**src/rtl/pcileech_header.sv**
```systemverilog
// Shared definitions for the CFG response path: packer FSM states and default filler word.
package pcileech_header;

  typedef enum logic [1:0] {
    EMPTY = 2'd0,
    HALF  = 2'd1,
    FULL  = 2'd2
  } cfg_pack_state_t;

  localparam logic [31:0] CFG_FILLER_DEFAULT = 32'hFFFF_FFFF;

endpackage

```
**src/rtl/pcileech_cfg_rsp_pack.sv**
```systemverilog
// Packs pairs of 32-bit CFG responses into one 64-bit FT601 word {newer, older};
// a lone response is flushed with a filler upper slot after FLUSH_TICKS cycles.
module pcileech_cfg_rsp_pack
  import pcileech_header::*;
#(
  parameter int unsigned FLUSH_TICKS = 64,
  parameter logic [31:0] FILLER      = CFG_FILLER_DEFAULT
) (
  input  logic        clk_sys,
  input  logic        rst_n,
  output logic        rx_rd_en,
  input  logic [31:0] rx_data,
  input  logic        rx_valid,
  output logic [63:0] out_data,
  output logic        out_valid,
  input  logic        out_ready,
  output logic [15:0] rsp_count,
  output logic        ovf
);

  localparam logic [15:0] TMAX = 16'(FLUSH_TICKS - 1);

  cfg_pack_state_t state, state_nxt;
  logic [31:0] lo, lo_nxt;
  logic [15:0] timer, timer_nxt;
  logic [63:0] data_nxt;
  logic        rd_pend;
  logic        run;
  logic        acc;
  logic        ovf_set;

  // run holds reads off until the first edge after reset release
  assign rx_rd_en = run & ~rd_pend &
                    ((state == EMPTY) | ((state == HALF) & (timer < TMAX)));

  always_comb begin
    state_nxt = state;
    lo_nxt    = lo;
    timer_nxt = timer;
    data_nxt  = out_data;
    acc       = 1'b0;
    ovf_set   = 1'b0;
    case (state)
      EMPTY: begin
        if (rx_valid) begin
          lo_nxt    = rx_data;
          timer_nxt = '0;
          acc       = 1'b1;
          state_nxt = HALF;
        end
      end
      HALF: begin
        if (rx_valid) begin
          data_nxt  = {rx_data, lo};
          acc       = 1'b1;
          state_nxt = FULL;
        end else if (timer == TMAX) begin
          // a read still in flight may yet deliver the partner
          if (!rd_pend) begin
            data_nxt  = {FILLER, lo};
            state_nxt = FULL;
          end
        end else begin
          timer_nxt = timer + 16'd1;
        end
      end
      FULL: begin
        if (rx_valid) ovf_set = 1'b1;
        if (out_ready) state_nxt = EMPTY;
      end
      default: state_nxt = EMPTY;
    endcase
  end

  always_ff @(posedge clk_sys or negedge rst_n) begin
    if (!rst_n) begin
      state     <= EMPTY;
      lo        <= '0;
      timer     <= '0;
      rd_pend   <= 1'b0;
      run       <= 1'b0;
      out_data  <= '0;
      out_valid <= 1'b0;
      rsp_count <= '0;
      ovf       <= 1'b0;
    end else begin
      state     <= state_nxt;
      lo        <= lo_nxt;
      timer     <= timer_nxt;
      rd_pend   <= rx_rd_en;
      run       <= 1'b1;
      out_data  <= data_nxt;
      out_valid <= (state_nxt == FULL);
      if (acc) rsp_count <= rsp_count + 16'd1;
      if (ovf_set) ovf <= 1'b1;
    end
  end

endmodule

```
**config.mk**
```make
export PLATFORM = sky130hd
export DESIGN_NAME = pcileech_cfg_rsp_pack
export DESIGN_NICKNAME = d
export VERILOG_FILES = /design/src/rtl/pcileech_header.sv /design/src/rtl/pcileech_cfg_rsp_pack.sv
export SDC_FILE = /design/constraint.sdc
export NUM_CORES = 1
export LEC_CHECK = 0
export CAP_MARGIN = 15
export CORE_ASPECT_RATIO = 1.25
export CORE_MARGIN = 2
export CORE_UTILIZATION = 50
export CTS_CLUSTER_SIZE = 14
export DETAILED_ROUTE_END_ITERATION = 7
export PLACE_DENSITY = 0.83
export REMOVE_ABC_BUFFERS = 1
export SETUP_SLACK_MARGIN = 0.4
export SKIP_CTS_REPAIR_TIMING = 1
export SKIP_LAST_GASP = 1
export SLEW_MARGIN = 20
export SYNTH_ARGS = -nofsm -noshare
export SYNTH_HDL_FRONTEND = slang
export SYNTH_SLANG_ARGS = --single-unit
```
**constraint.sdc**
```tcl
create_clock -name clk_sys -period 2.4 [get_ports clk_sys]
set_input_delay 0.48 -clock clk_sys [delete_from_list [all_inputs] [get_ports clk_sys]]
set_output_delay 0.48 -clock clk_sys [all_outputs]
set_load 0.1 [all_outputs]
```
Yosys cells after proc, flatten, opt, wreduce, memory -nomap -nowiden --
Cells that the tools add are included.
Cells by class: add/subtract/negate cells 2, $lt $le $gt $ge 1, equal/unequal tests 8, multiplexer cells 16, bitwise logic cells 5, reduce and logical (&&, ||, !) cells 7
Operators with widths (count):
- 2-to-1 mux 64 bit | 3
- 2-to-1 mux 16 bit | 3
- adder 16 x 1 -> 16 bit (second input constant) | 2
- case mux 16 bit (2 select lines) | 1
- == test 16 x 6 -> 1 bit (second input constant) | 1
- < comparator 16 x 6 -> 1 bit (second input constant) | 1
- 2-to-1 mux 2 bit | 5
- != test 2 bit (second input constant) | 4
- case mux 2 bit (3 select lines) | 1
- == test 2 bit (second input constant) | 2
- AND reduction 4 bit | 1
- nonzero test 2 bit | 2
- AND 1 bit | 3
- 2-to-1 mux 1 bit | 3
- AND reduction 3 bit | 1
- == test 2 x 1 -> 1 bit (second input constant) | 1
- zero test 2 bit | 1
- AND reduction 2 bit | 1
- OR reduction 2 bit | 1
- NOT 1 bit | 1
- bitwise OR 1 bit | 1
Word-level totals: bits in registers 134, input port bits 36, output and inout port bits 83, logic and storage cells 48

Depth between registers and ports, before layout --
word-level depth 5, mapped depth 7

Worst setup path before layout --
OpenSTA, ideal clock, no wires.
path kind register -> output, start register timer[12], end output port rx_rd_en, data arrival time 1.793 ns, data required time 1.920 ns, slack 0.127 ns, stages on the path, launching flop included 5, cells stage by stage dfrtp_1 > nor4_4 > nand3_1 > o21ai_0 > and3_1
On the way: word-level cells in the longest chain between the ends 4
Ends and longest elaborated chain:
- from (decl) | line pcileech_cfg_rsp_pack.sv:25 | logic [15:0] timer, timer_nxt;
- from (signal assigned) | line pcileech_cfg_rsp_pack.sv:89 | timer <= timer_nxt;
- < comparator 16 x 6 -> 1 bit | line pcileech_cfg_rsp_pack.sv:34 | ((state == EMPTY) | ((state == HALF) & (timer < TMAX)));
- AND 1 bit | line pcileech_cfg_rsp_pack.sv:34
- bitwise OR 1 bit | line pcileech_cfg_rsp_pack.sv:34
- AND 1 bit | line pcileech_cfg_rsp_pack.sv:33 | assign rx_rd_en = run & ~rd_pend &
- to (decl) | line pcileech_cfg_rsp_pack.sv:11 | output logic rx_rd_en,
Every way passes these cells.

Final worst setup path --
start register timer[7], end output port rx_rd_en
Same word-level chain as after synthesis.

==> impl_metrics.json <==
{
  "insertion_delay_ns": 0.41,
  "numCtsBuffers": 17,
  "die_h_microns": 121,
  "wl_per_cell_microns": 17.2,
  "ys.flop_type": "dfrtp_1",
  "final_max_slew_viol_count": 0,
  "hold_violations": 0,
  "dp.cells": 693,
  "final_common_cell": "dfrtp_1",
  "synth_cell_type_count": 37,
  "slowest_stage": "dfrtp_1",
  "routed-via-count": 3942,
  "diodes": 0,
  "grt_usage_pct": 21.4,
  "clkTransAtPathRegs_ns": 0.05,
  "syn_avg_cell_area_sq_um": 12.1,
  "hpwl_microns": 8080,
  "synth-seq-cells": 134,
  "cts_root_buffer": "clkbuf_16",
  "syn_inst": 454,
  "row_count": 42,
  "routed_via_density": 5.40,
  "synth_edf_count": 0,
  "wirelength_microns": 12600,
  "tightest_slew_ns": 0.501,
  "crit_chain": "nor4_4 > nand3_2 > o21ai_2 > and3_4 > buf_12",
  "ff_latch_area_sq_um": 3360,
  "ys_warn_count": 0,
  "fill_cells": 766,
  "numPortBuffers": 118,
  "io_pins": 119,
  "grt_pass1_wl_microns": 19900,
  "cp.required_ns": 1.92,
  "drc": 0,
  "clockBufferDepth": 2,
  "criticalPathCategory": "register to output port",
  "critPathCaptureType": "output port",
  "async_flop_share_pct": 100,
  "slowest_delay_ns": 0.43,
  "rsz0062_at_grt": "yes",
  "outcome": "finished clean",
  "drive_above_1_share_pct": 29.3,
  "maxCapViolations": 0,
  "antenna_found_initial": 0,
  "arrival_ns": 1.90,
  "synthAdderAreaFrac_pct": 0.457,
  "syn_to_final_growth_pct": 33.9,
  "synth_area_sq_um": 5470,
  "tritoncts": "done",
  "post-route-period-util_pct": 99.3,
  "fin_util_pct": 69.0,
  "final_cell_mix": "132 x dfrtp_1, 109 x nand2_1, 93 x buf_4",
  "core_sq_um": 10600,
  "die_w_microns": 97.6,
  "fmax_mhz": 420,
  "hp-class": "input port to async pin",
  "die-area_sq_um": 11800,
  "place_congestion": 0.788,
  "setup_viol": 0,
  "cts.sink_count": 134,
  "nNetsFinal": 624,
  "grt_pass1_vias": 4051,
  "start_kind": "register",
  "layoutNonFillerInstCount": 730,
  "finalWorstSetupSlack_ns": 0.0165,
  "path_max_fanout": 4,
  "synthXorXnorAreaFrac_pct": 2.56,
  "max_slew_margin_pct": 66.6,
  "synthMuxAreaShare_pct": 9.08,
  "grt.overflow.total": 0,
  "ys_seq_area_share_pct": 61.3,
  "dpl_worst_slack_ns": 0.242,
  "drt_iter0_markers": 185,
  "period_minus_slack_ns": 2.38,
  "skew_ns": 0.00606,
  "ant_nets": 0,
  "grt_max_degree": 87,
  "synth_top_family_by_area": "simple AND/OR/NAND/NOR gates",
  "htreeDepth": 4,
  "firstDrtPassIters": 4,
  "synth_compound_area_share_pct": 8.34,
  "start_util_pct": 51.6,
  "synth-simple-area-share_pct": 15.7,
  "multi_input_area_sq_um": 2020
}
kinds of logic after synthesis:
logic type,Yosys count
flops,134
simple gates,175
buf+inv,27
xor+xnor,16
fa+ha+maj,2
other cells,1
mux,35
compound gates,64
registers in the layout, summed over array words and instances (netlist names):
register   flops
out_valid      1
rsp_count     16
state          2
run            1
out_data      64
ovf            1
rd_pend        1
lo            32
timer         16
worst max-delay path: cells and delay by family, from the launching register on:
family                 cells  cell delay, ns
AO/OA/AOI/OAI              1            0.16
AND/OR/NAND/NOR            3            0.73
flip-flops                 1            0.43
buffers and inverters      1            0.17
stage by stage:
step | TNS, ns | hold slack [ns] | cell area (sq um)
2_1_floorplan | -34.63 | 0.184 | 5350
3_5_place_dp | 0 | 0.459 | 6670
4_1_cts | -0.140 | 0.0572 | 7230
6_report | 0 | 0.0502 | 7330
5_1_grt | -0.0209 | 0.0699 | 7330
3_3_place_gp | 0 | 0.455 | 6670
routing by layer:
layer | vias up | GRT usage (%) | routed length [microns]
met2 | 89 | 38.5 | 6910
met1 | 2000 | 25.2 | 5060
met5 | - | 0 | 0
li1 | 1838 | - | -
met4 | 0 | 7.90 | 184
met3 | 15 | 4.67 | 405
cell type report:
| type | count | area share [%] |
|---|---|---|
| multi-input combinational | 293 | 27.6 |
| sequential | 134 | 45.8 |
| timing repair buffer | 136 | 16.4 |
| tap | 132 | 2.25 |
| clock inverter | 8 | 1.35 |
| inverter | 4 | 0.205 |
| clock buffer | 23 | 6.39 |
synth_stat cells, types with 2 or more instances:
master / number / area share (%)
mux2_4: 28 / 7.7
dfrtp_1: 134 / 61
o21ai_0: 14 / 1.3
nand4_1: 11 / 1.3
clkbuf_1: 14 / 0.96
nor3b_1: 2 / 0.27
nand2b_1: 5 / 0.57
and2_1: 3 / 0.34
a21oi_1: 12 / 1.1
nor2b_1: 2 / 0.23
nor3_1: 2 / 0.18
mux2_2: 5 / 1.0
or3_1: 10 / 1.1
xnor2_1: 12 / 1.9
ha_1: 2 / 0.46
nand2_1: 109 / 7.5
nor2_1: 5 / 0.34
and3_1: 6 / 0.69
xor2_1: 4 / 0.64
o22a_1: 32 / 5.1
nand3_1: 9 / 0.82
and4_1: 6 / 0.96
o211ai_1: 2 / 0.27
mux2i_1: 2 / 0.37
inv_1: 4 / 0.27
buf_2: 5 / 0.46
buf_6: 4 / 0.82
path summary, 6_finish.rpt:
path                                      start                  endpoint  slack [ns]  cells after the start
min                                       rst_n      timer[4]$_DFFE_PN0P_        0.05                      2
min reg2reg                   lo[0]$_DFFE_PN0P_         lo[0]$_DFFE_PN0P_        0.47                      2
max                        timer[7]$_DFFE_PN0P_                  rx_rd_en        0.02                      5
max in group asynchronous                 rst_n     timer[13]$_DFFE_PN0P_        1.85                      2
min in group clk_sys          lo[0]$_DFFE_PN0P_         lo[0]$_DFFE_PN0P_        0.47                      2
max reg2reg                timer[7]$_DFFE_PN0P_  out_data[43]$_DFFE_PN0P_        0.37                      8
Power is not shown: default switching activity piles up to over one toggle a cycle in this logic, so the estimate is an artifact.
